`config.mk`:
```
export PLATFORM = sky130hd
export DESIGN_NAME = axil_sram_slave_flat
export DESIGN_NICKNAME = d
export VERILOG_FILES = /design/src/rtl/axil_sram_slave_if.sv /design/src/rtl/axil_sram_slave.sv /design/src/flat_wrapper.sv
export SDC_FILE = /design/constraint.sdc
export NUM_CORES = 2
export LEC_CHECK = 0
export ABC_AREA = 1
export BUFFER_PORTS_ARGS = -buffer_cell sky130_fd_sc_hd__buf_2
export CORE_MARGIN = 1
export CORE_UTILIZATION = 35
export DETAILED_ROUTE_END_ITERATION = 10
export PLACE_DENSITY_LB_ADDON = 0.12
export SETUP_SLACK_MARGIN = 0.4
export SKIP_LAST_GASP = 1
export SLEW_MARGIN = 10
export SYNTH_ARGS = -nofsm -noshare
export SYNTH_HDL_FRONTEND = slang
export SYNTH_SLANG_ARGS = --single-unit
```
`constraint.sdc`:
```
create_clock -name clk -period 2.95 [get_ports clk]
set_input_delay 0.4425 -clock clk [delete_from_list [all_inputs] [get_ports clk]]
set_output_delay 0.4425 -clock clk [all_outputs]
set_load 0.05 [all_outputs]
```
`src/rtl/axil_sram_slave_if.sv`:
```
// AXI4-Lite bus bundle between a master (typically the DMA controller) and the SRAM slave.
interface axil_sram_slave_if #(
    parameter int ADDR_WIDTH = 32,
    parameter int DATA_WIDTH = 32
);
    logic [ADDR_WIDTH-1:0]   AWADDR;
    logic                    AWVALID;
    logic                    AWREADY;
    logic [DATA_WIDTH-1:0]   WDATA;
    logic [DATA_WIDTH/8-1:0] WSTRB;
    logic                    WVALID;
    logic                    WREADY;
    logic [1:0]              BRESP;
    logic                    BVALID;
    logic                    BREADY;
    logic [ADDR_WIDTH-1:0]   ARADDR;
    logic                    ARVALID;
    logic                    ARREADY;
    logic [DATA_WIDTH-1:0]   RDATA;
    logic [1:0]              RRESP;
    logic                    RVALID;
    logic                    RREADY;

    modport master (
        output AWADDR, AWVALID, WDATA, WSTRB, WVALID, BREADY, ARADDR, ARVALID, RREADY,
        input  AWREADY, WREADY, BRESP, BVALID, ARREADY, RDATA, RRESP, RVALID
    );

    modport slave (
        input  AWADDR, AWVALID, WDATA, WSTRB, WVALID, BREADY, ARADDR, ARVALID, RREADY,
        output AWREADY, WREADY, BRESP, BVALID, ARREADY, RDATA, RRESP, RVALID
    );
endinterface

```
`src/rtl/axil_sram_slave.sv`:
```
// AXI4-Lite word memory with independent read and write FSMs and programmable read latency.
//
// state     | meaning
// W_COLLECT | accepting AW and W in any order until both are held
// W_COMMIT  | byte-masked write of the held word, BRESP computed
// W_RESP    | BVALID held until BREADY
// R_IDLE    | ARREADY high, waiting for a read address
// R_WAIT    | counting down the remaining read latency
// R_RESP    | RVALID/RDATA/RRESP held until RREADY
module axil_sram_slave #(
    parameter int                    DATA_WIDTH   = 32,
    parameter int                    ADDR_WIDTH   = 32,
    parameter int                    DEPTH        = 64,
    parameter logic [ADDR_WIDTH-1:0] BASE_ADDR    = '0,
    parameter int                    READ_LATENCY = 1
) (
    input  logic             clk,
    input  logic             reset_n,
    axil_sram_slave_if.slave bus
);
    localparam int         IDX_W  = $clog2(DEPTH);
    localparam logic [1:0] OKAY   = 2'b00;
    localparam logic [1:0] SLVERR = 2'b10;

    typedef enum logic [1:0] {W_COLLECT, W_COMMIT, W_RESP} w_state_t;
    typedef enum logic [1:0] {R_IDLE, R_WAIT, R_RESP} r_state_t;

    // The borrow bit of the subtraction flags addresses below BASE_ADDR.
    function automatic logic addr_ok(input logic [ADDR_WIDTH-1:0] a);
        logic [ADDR_WIDTH:0] diff;
        diff = {1'b0, a} - {1'b0, BASE_ADDR};
        return (a[1:0] == 2'b00) && !diff[ADDR_WIDTH] &&
               ((diff[ADDR_WIDTH-1:0] >> 2) < ADDR_WIDTH'(DEPTH));
    endfunction

    function automatic logic [IDX_W-1:0] addr_idx(input logic [ADDR_WIDTH-1:0] a);
        logic [ADDR_WIDTH-1:0] offs;
        offs = a - BASE_ADDR;
        return IDX_W'(offs >> 2);
    endfunction

    logic [DATA_WIDTH-1:0] mem [DEPTH];

    w_state_t              w_state;
    logic                  aw_held;
    logic                  w_held;
    logic [ADDR_WIDTH-1:0] aw_addr_q;
    logic [DATA_WIDTH-1:0] w_data_q;
    logic [3:0]            w_strb_q;
    logic                  bvalid_q;
    logic [1:0]            bresp_q;
    logic                  aw_hs;
    logic                  w_hs;
    logic                  commit_en;

    assign aw_hs     = bus.AWVALID && !aw_held && (w_state == W_COLLECT);
    assign w_hs      = bus.WVALID && !w_held && (w_state == W_COLLECT);
    assign commit_en = (w_state == W_COMMIT) && addr_ok(aw_addr_q);

    always_ff @(posedge clk or negedge reset_n) begin
        if (!reset_n) begin
            w_state   <= W_COLLECT;
            aw_held   <= 1'b0;
            w_held    <= 1'b0;
            aw_addr_q <= '0;
            w_data_q  <= '0;
            w_strb_q  <= '0;
            bvalid_q  <= 1'b0;
            bresp_q   <= OKAY;
        end else begin
            case (w_state)
                W_COLLECT: begin
                    if (aw_hs) begin
                        aw_addr_q <= bus.AWADDR;
                        aw_held   <= 1'b1;
                    end
                    if (w_hs) begin
                        w_data_q <= bus.WDATA;
                        w_strb_q <= bus.WSTRB;
                        w_held   <= 1'b1;
                    end
                    if ((aw_held || aw_hs) && (w_held || w_hs)) begin
                        w_state <= W_COMMIT;
                    end
                end
                W_COMMIT: begin
                    bresp_q  <= addr_ok(aw_addr_q) ? OKAY : SLVERR;
                    bvalid_q <= 1'b1;
                    w_state  <= W_RESP;
                end
                W_RESP: begin
                    if (bus.BREADY) begin
                        bvalid_q <= 1'b0;
                        aw_held  <= 1'b0;
                        w_held   <= 1'b0;
                        w_state  <= W_COLLECT;
                    end
                end
                default: w_state <= W_COLLECT;
            endcase
        end
    end

    // Array carries no reset; commit_en is gated by the async-reset write state.
    always_ff @(posedge clk) begin
        if (commit_en) begin
            for (int b = 0; b < 4; b++) begin
                if (w_strb_q[b]) begin
                    mem[addr_idx(aw_addr_q)][8*b +: 8] <= w_data_q[8*b +: 8];
                end
            end
        end
    end

    assign bus.AWREADY = !aw_held;
    assign bus.WREADY  = !w_held;
    assign bus.BVALID  = bvalid_q;
    assign bus.BRESP   = bresp_q;

    r_state_t              r_state;
    logic [3:0]            r_cnt;
    logic [ADDR_WIDTH-1:0] ar_addr_q;
    logic                  arready_q;
    logic                  rvalid_q;
    logic [DATA_WIDTH-1:0] rdata_q;
    logic [1:0]            rresp_q;
    logic                  ar_hs;
    logic [ADDR_WIDTH-1:0] rd_addr;
    logic                  rd_ok;
    logic [DATA_WIDTH-1:0] rd_word;

    assign ar_hs = bus.ARVALID && arready_q;

    // With a latency of one the sample is taken straight off ARADDR at the handshake.
    assign rd_addr = (r_state == R_IDLE) ? bus.ARADDR : ar_addr_q;
    assign rd_ok   = addr_ok(rd_addr);
    assign rd_word = mem[addr_idx(rd_addr)];

    always_ff @(posedge clk or negedge reset_n) begin
        if (!reset_n) begin
            r_state   <= R_IDLE;
            r_cnt     <= '0;
            ar_addr_q <= '0;
            arready_q <= 1'b1;
            rvalid_q  <= 1'b0;
            rdata_q   <= '0;
            rresp_q   <= OKAY;
        end else begin
            case (r_state)
                R_IDLE: begin
                    if (ar_hs) begin
                        ar_addr_q <= bus.ARADDR;
                        arready_q <= 1'b0;
                        r_cnt     <= 4'(READ_LATENCY - 1);
                        if (READ_LATENCY == 1) begin
                            rdata_q  <= rd_ok ? rd_word : '0;
                            rresp_q  <= rd_ok ? OKAY : SLVERR;
                            rvalid_q <= 1'b1;
                            r_state  <= R_RESP;
                        end else begin
                            r_state <= R_WAIT;
                        end
                    end
                end
                R_WAIT: begin
                    r_cnt <= r_cnt - 4'd1;
                    if (r_cnt == 4'd1) begin
                        rdata_q  <= rd_ok ? rd_word : '0;
                        rresp_q  <= rd_ok ? OKAY : SLVERR;
                        rvalid_q <= 1'b1;
                        r_state  <= R_RESP;
                    end
                end
                R_RESP: begin
                    if (bus.RREADY) begin
                        rvalid_q  <= 1'b0;
                        arready_q <= 1'b1;
                        r_state   <= R_IDLE;
                    end
                end
                default: r_state <= R_IDLE;
            endcase
        end
    end

    assign bus.ARREADY = arready_q;
    assign bus.RVALID  = rvalid_q;
    assign bus.RDATA   = rdata_q;
    assign bus.RRESP   = rresp_q;
endmodule

```
`src/flat_wrapper.sv`:
```
// flat-port wrapper written by rule: the top's interface ports become plain ports
module axil_sram_slave_flat 
#(
    parameter int                    DATA_WIDTH   = 32,
    parameter int                    ADDR_WIDTH   = 32,
    parameter int                    DEPTH        = 64,
    parameter logic [ADDR_WIDTH-1:0] BASE_ADDR    = '0,
    parameter int                    READ_LATENCY = 1
)
  (clk, reset_n, bus_AWADDR, bus_AWVALID, bus_WDATA, bus_WSTRB, bus_WVALID, bus_BREADY, bus_ARADDR, bus_ARVALID, bus_RREADY, bus_AWREADY, bus_WREADY, bus_BRESP, bus_BVALID, bus_ARREADY, bus_RDATA, bus_RRESP, bus_RVALID);
  axil_sram_slave_if #(.ADDR_WIDTH(ADDR_WIDTH), .DATA_WIDTH(DATA_WIDTH)) bus_i ();
  input  logic clk;
  input  logic reset_n;
  input wire logic [$bits(bus_i.AWADDR)-1:0] bus_AWADDR;
  input wire logic [$bits(bus_i.AWVALID)-1:0] bus_AWVALID;
  input wire logic [$bits(bus_i.WDATA)-1:0] bus_WDATA;
  input wire logic [$bits(bus_i.WSTRB)-1:0] bus_WSTRB;
  input wire logic [$bits(bus_i.WVALID)-1:0] bus_WVALID;
  input wire logic [$bits(bus_i.BREADY)-1:0] bus_BREADY;
  input wire logic [$bits(bus_i.ARADDR)-1:0] bus_ARADDR;
  input wire logic [$bits(bus_i.ARVALID)-1:0] bus_ARVALID;
  input wire logic [$bits(bus_i.RREADY)-1:0] bus_RREADY;
  output wire logic [$bits(bus_i.AWREADY)-1:0] bus_AWREADY;
  output wire logic [$bits(bus_i.WREADY)-1:0] bus_WREADY;
  output wire logic [$bits(bus_i.BRESP)-1:0] bus_BRESP;
  output wire logic [$bits(bus_i.BVALID)-1:0] bus_BVALID;
  output wire logic [$bits(bus_i.ARREADY)-1:0] bus_ARREADY;
  output wire logic [$bits(bus_i.RDATA)-1:0] bus_RDATA;
  output wire logic [$bits(bus_i.RRESP)-1:0] bus_RRESP;
  output wire logic [$bits(bus_i.RVALID)-1:0] bus_RVALID;
  assign bus_i.AWADDR = bus_AWADDR;
  assign bus_i.AWVALID = bus_AWVALID;
  assign bus_i.WDATA = bus_WDATA;
  assign bus_i.WSTRB = bus_WSTRB;
  assign bus_i.WVALID = bus_WVALID;
  assign bus_i.BREADY = bus_BREADY;
  assign bus_i.ARADDR = bus_ARADDR;
  assign bus_i.ARVALID = bus_ARVALID;
  assign bus_i.RREADY = bus_RREADY;
  assign bus_AWREADY = bus_i.AWREADY;
  assign bus_WREADY = bus_i.WREADY;
  assign bus_BRESP = bus_i.BRESP;
  assign bus_BVALID = bus_i.BVALID;
  assign bus_ARREADY = bus_i.ARREADY;
  assign bus_RDATA = bus_i.RDATA;
  assign bus_RRESP = bus_i.RRESP;
  assign bus_RVALID = bus_i.RVALID;
  axil_sram_slave #(.DATA_WIDTH(DATA_WIDTH), .ADDR_WIDTH(ADDR_WIDTH), .DEPTH(DEPTH), .BASE_ADDR(BASE_ADDR), .READ_LATENCY(READ_LATENCY)) u_core (.clk(clk), .reset_n(reset_n), .bus(bus_i));
endmodule
```
==> summary.md <==
| Metric | Value |
|---|---|
| Status | completed |
| Via/cell ratio | around 5.2 |
| FMAX | 386 MHz |
| Setup TNS | 0 ns |
| Routability Congestion | between 0.8 and 0.9 |
| Area contributors post-synth | edfxtp_1, nand3_1, nand2_1 |
| CP cell instances | inv_1 > nor3_1 > buf_4 > nand2_1 > nor2_1 > buf_4 |
| Drt wl/cell | 26.3 um |
| CTS tree | yes |
| Final period util | 87.8% |
| Total CTS buffers | 230 |
| Die span in y | 503 um |
| Static Leak | roughly 0.038 uW |
| I/O Buffers | 145 |
| Highest-delay cell along the critical path | nand2_1 |
| Vias in the first global route | 57900 |
| Gr ovfl total | 0 |
| Residual DRC | 0 |
| CTS Sinks | 2169 |
| CP most frequent cell | buf_4 |
| Post-Synthesis Cells | 7428 |
| H-tree depth | 4 |
| M2 GR Usage | a little over a third |
| Clock Latency Late Sink | 0.90 ns |
| Pre-antenna DRT Iters | 7 |
| Grt met1 use | 31.0% |
| Reg2reg start | u_core.aw_addr_q[5] |
| Die Footprint | roughly 0.25 mm2 |
| Register area share after synthesis | 73.4% |
| Die Span X | 503 um |
| Post-route ant nets | 0 |
| Dpl cell area | between 0.09 and 0.1 mm2 |
| Core Region | 0.249 mm2 |
| Critical Path AT | 3.18 ns |
| Synth cell count leaders | nand2_1, nand3_1, edfxtp_1, nor2_1, buf_2 |
| Setup WS post-layout | 0.361 ns |
| Fin. Hold Viols | 0 |
| Clk_skew | 0.0333 ns |
| Slew Viols, Final | 0 |
| Max incr delay on CP | 0.77 ns |
| Top-level port count | 148 |
| First-pass GRT wire length | 418000 um |
| # fillers | ~23000 |
| Initial antenna violation count | 13 |
| Hold WS | roughly 0.12 ns |
| Relative slew slack | 13.4% |
| Top cell type's share of synthesized area | between 60% and 70% |
| PD cells | 988 mW/mm2 |
| Worst slew pin tran | approximately 1.3 ns |
| Synth Cell Area | 0.0880 mm2 |
| Worst Path Required | about 3.5 ns |
| CP endpoint kind | register |
| Reg-to-Reg End | u_core.mem[24][10] |
| EDFF count, synth | between 2000 and 2500 |
| Crit Path Max Fanout | 8 |
| Syn. warnings | 0 |
| Most numerous cell in the Yosys netlist | nand2_1 |
| Maximum number of pins on one net before global-route repair | 110 |
| Number of max-cap violations | 0 |
| Reg2reg path depth | 6 |
| Site Rows | between 150 and 200 |
| Worst hold path class | in -> async |
| Area grow syn2layout | 20.5% |
| FFs w/ async S/R, synth | 5.58% |
| Layer with the highest usage | met2 |
| Clk slew on worst S/H paths | about 0.06 ns |
| Gr usage total | between 20% and 30% |
| Critical path type | reg -> reg |
| Routing usage on met3 | 4.44% |
| Drt initial violations | 6002 |
| Dominant cell type by area after synthesis | edfxtp_1 |
| Pre-CTS setup slack | 0.0343 ns |
| DR vias | about 60000 |
| DPL Wire Length | ~170000 um |
| Setup violations, final | 0 |
| Finished Cell Area | ~0.11 mm2 |
| CTS Buffer Depth | 3 |
| Layout cells sized above 1 | 15.1% |
| Reg-to-reg slack, setup | 0.36 ns |
| Post-Synthesis Mean Instance Area | between 10 and 15 um2 |
| Max VDD drop | 774 uV |
| Worst Setup Start Kind | register |
| CTS root buffer | clkbuf_16 |
| FF+latch count, synth | around 2200 |
| Initial core utilization | 35.3% |
| RSZ-0062 raised after global routing | yes |
| Post-layout min period | 2.59 ns |
| Final Net Count | 8071 |
| Primary FF master, synth | edfxtp_1 |
| Final wirelength | 303000 um |
| Netlist cell types | 30 |
## flip-flops by register name, summed over array words and instances, names as in the netlist
signal and count:
u_core.bus.ARREADY 1, u_core.r_state 1, u_core.w_data_q 32, u_core.w_held 1
u_core.aw_addr_q 32, u_core.bus.RRESP 1, u_core.w_strb_q 4, u_core.bus.BVALID 1
u_core.mem 2048, u_core.bus.BRESP 1, u_core.bus.RDATA 32, u_core.ar_addr_q 12
u_core.aw_held 1, u_core.w_state 2
## layout make-up
type	count	area [um2]	area share [%]
diodes	13	32.5	0.0307
well taps	3330	4170	3.93
repair buffers	794	8190	7.72
clock inverters	131	1150	1.08
multi-input cells	4636	21100	19.9
clock buffers	300	6230	5.88
inverters	133	524	0.495
flip-flops and latches	2169	64600	60.9
## kinds of logic after synthesis
logic type,count (synthesis),share of synthesized area [%]
other,1,0.00426
AND/OR/NAND/NOR,4540,22.5
flip-flops,2169,73.4
multiplexers,62,0.794
buffers and inverters,624,3.18
AO/OA/AOI/OAI,32,0.193
## through the flow
stage	instances	power [uW]	util [%]
2_1_floorplan	7429	58100	-
5_1_grt	11500	109000	42.5
6_report	11500	105000	42.5
3_3_place_gp	10900	73400	38.4
3_5_place_dp	10900	73500	38.4
4_1_cts	11400	103000	41.9
## layer usage
| layer | wire (um) | share of wire (%) |
|---|---|---|
| met5 | 276 | 0.091 |
| met4 | 9990 | 3.3 |
| met3 | 20800 | 6.9 |
| met2 | 142000 | 47 |
| met1 | 129000 | 43 |
## repair_timing
| item | 4_1_cts | 5_1_grt |
|---|---|---|
| cloned | 6 | 32 |
| pin swaps | 1 | 8 |
| gates resized for setup | 56 | 118 |
| endpoints found under the hold margin | 116 | 0 |
| setup endpoints to repair | 1849 | 1732 |
| hold buffers | 88 | 0 |
| setup buffers | 3 | 36 |
## where the power goes
part,switching [uW],internal (uW)
combinational,23500,10900
clock,12200,16200
sequential,3180,38700
total,38900,65800
## worst max-delay path by stage
stage / startpoint / to / slack (ns) / cells past startpoint
floorplan: u_core.aw_addr_q[22] / u_core.mem[1][24] / 0.41 / 5
global placement: bus_ARADDR[3] / u_core.bus.RDATA[1] / 0.04 / 14
detailed placement: bus_ARADDR[3] / u_core.bus.RDATA[1] / 0.03 / 14
CTS: u_core.r_state[1] / u_core.bus.RDATA[14] / 0.33 / 11
global route: u_core.r_state[1] / u_core.bus.RDATA[4] / 0.29 / 14
finish: u_core.aw_addr_q[5] / u_core.mem[24][10] / 0.36 / 6
## cell usage in the layout, fill, tap and decap left out, drive strengths merged
cell type,Yosys,routed
nand2,2176,2176
nand3,2054,2054
edfxtp,2048,2048
buf,287,672
clkbuf,204,328
nor2,272,272
inv,133,139
dfrtp,120,120
clkinv,0,106
dlygate4sd3,0,88
mux2,62,62
o21ai,23,23
nor3,18,18
bufinv,0,16
diode,0,13
a21oi,8,8
nor4,8,8
bufbuf,0,6
nand3b,5,5
nand4,5,5
clkinvlp,0,3
conb,1,2
or4,2,2
o221a,1,1
dfstp,1,1
## worst max-delay path, delay by kind of cell (launching register included)
family	cells	cell delay [ns]
AND/OR/NAND/NOR	3	1.31
buffers and inverters	3	0.54
flip-flops	1	0.40
Power figures use the tool's default switching activity.
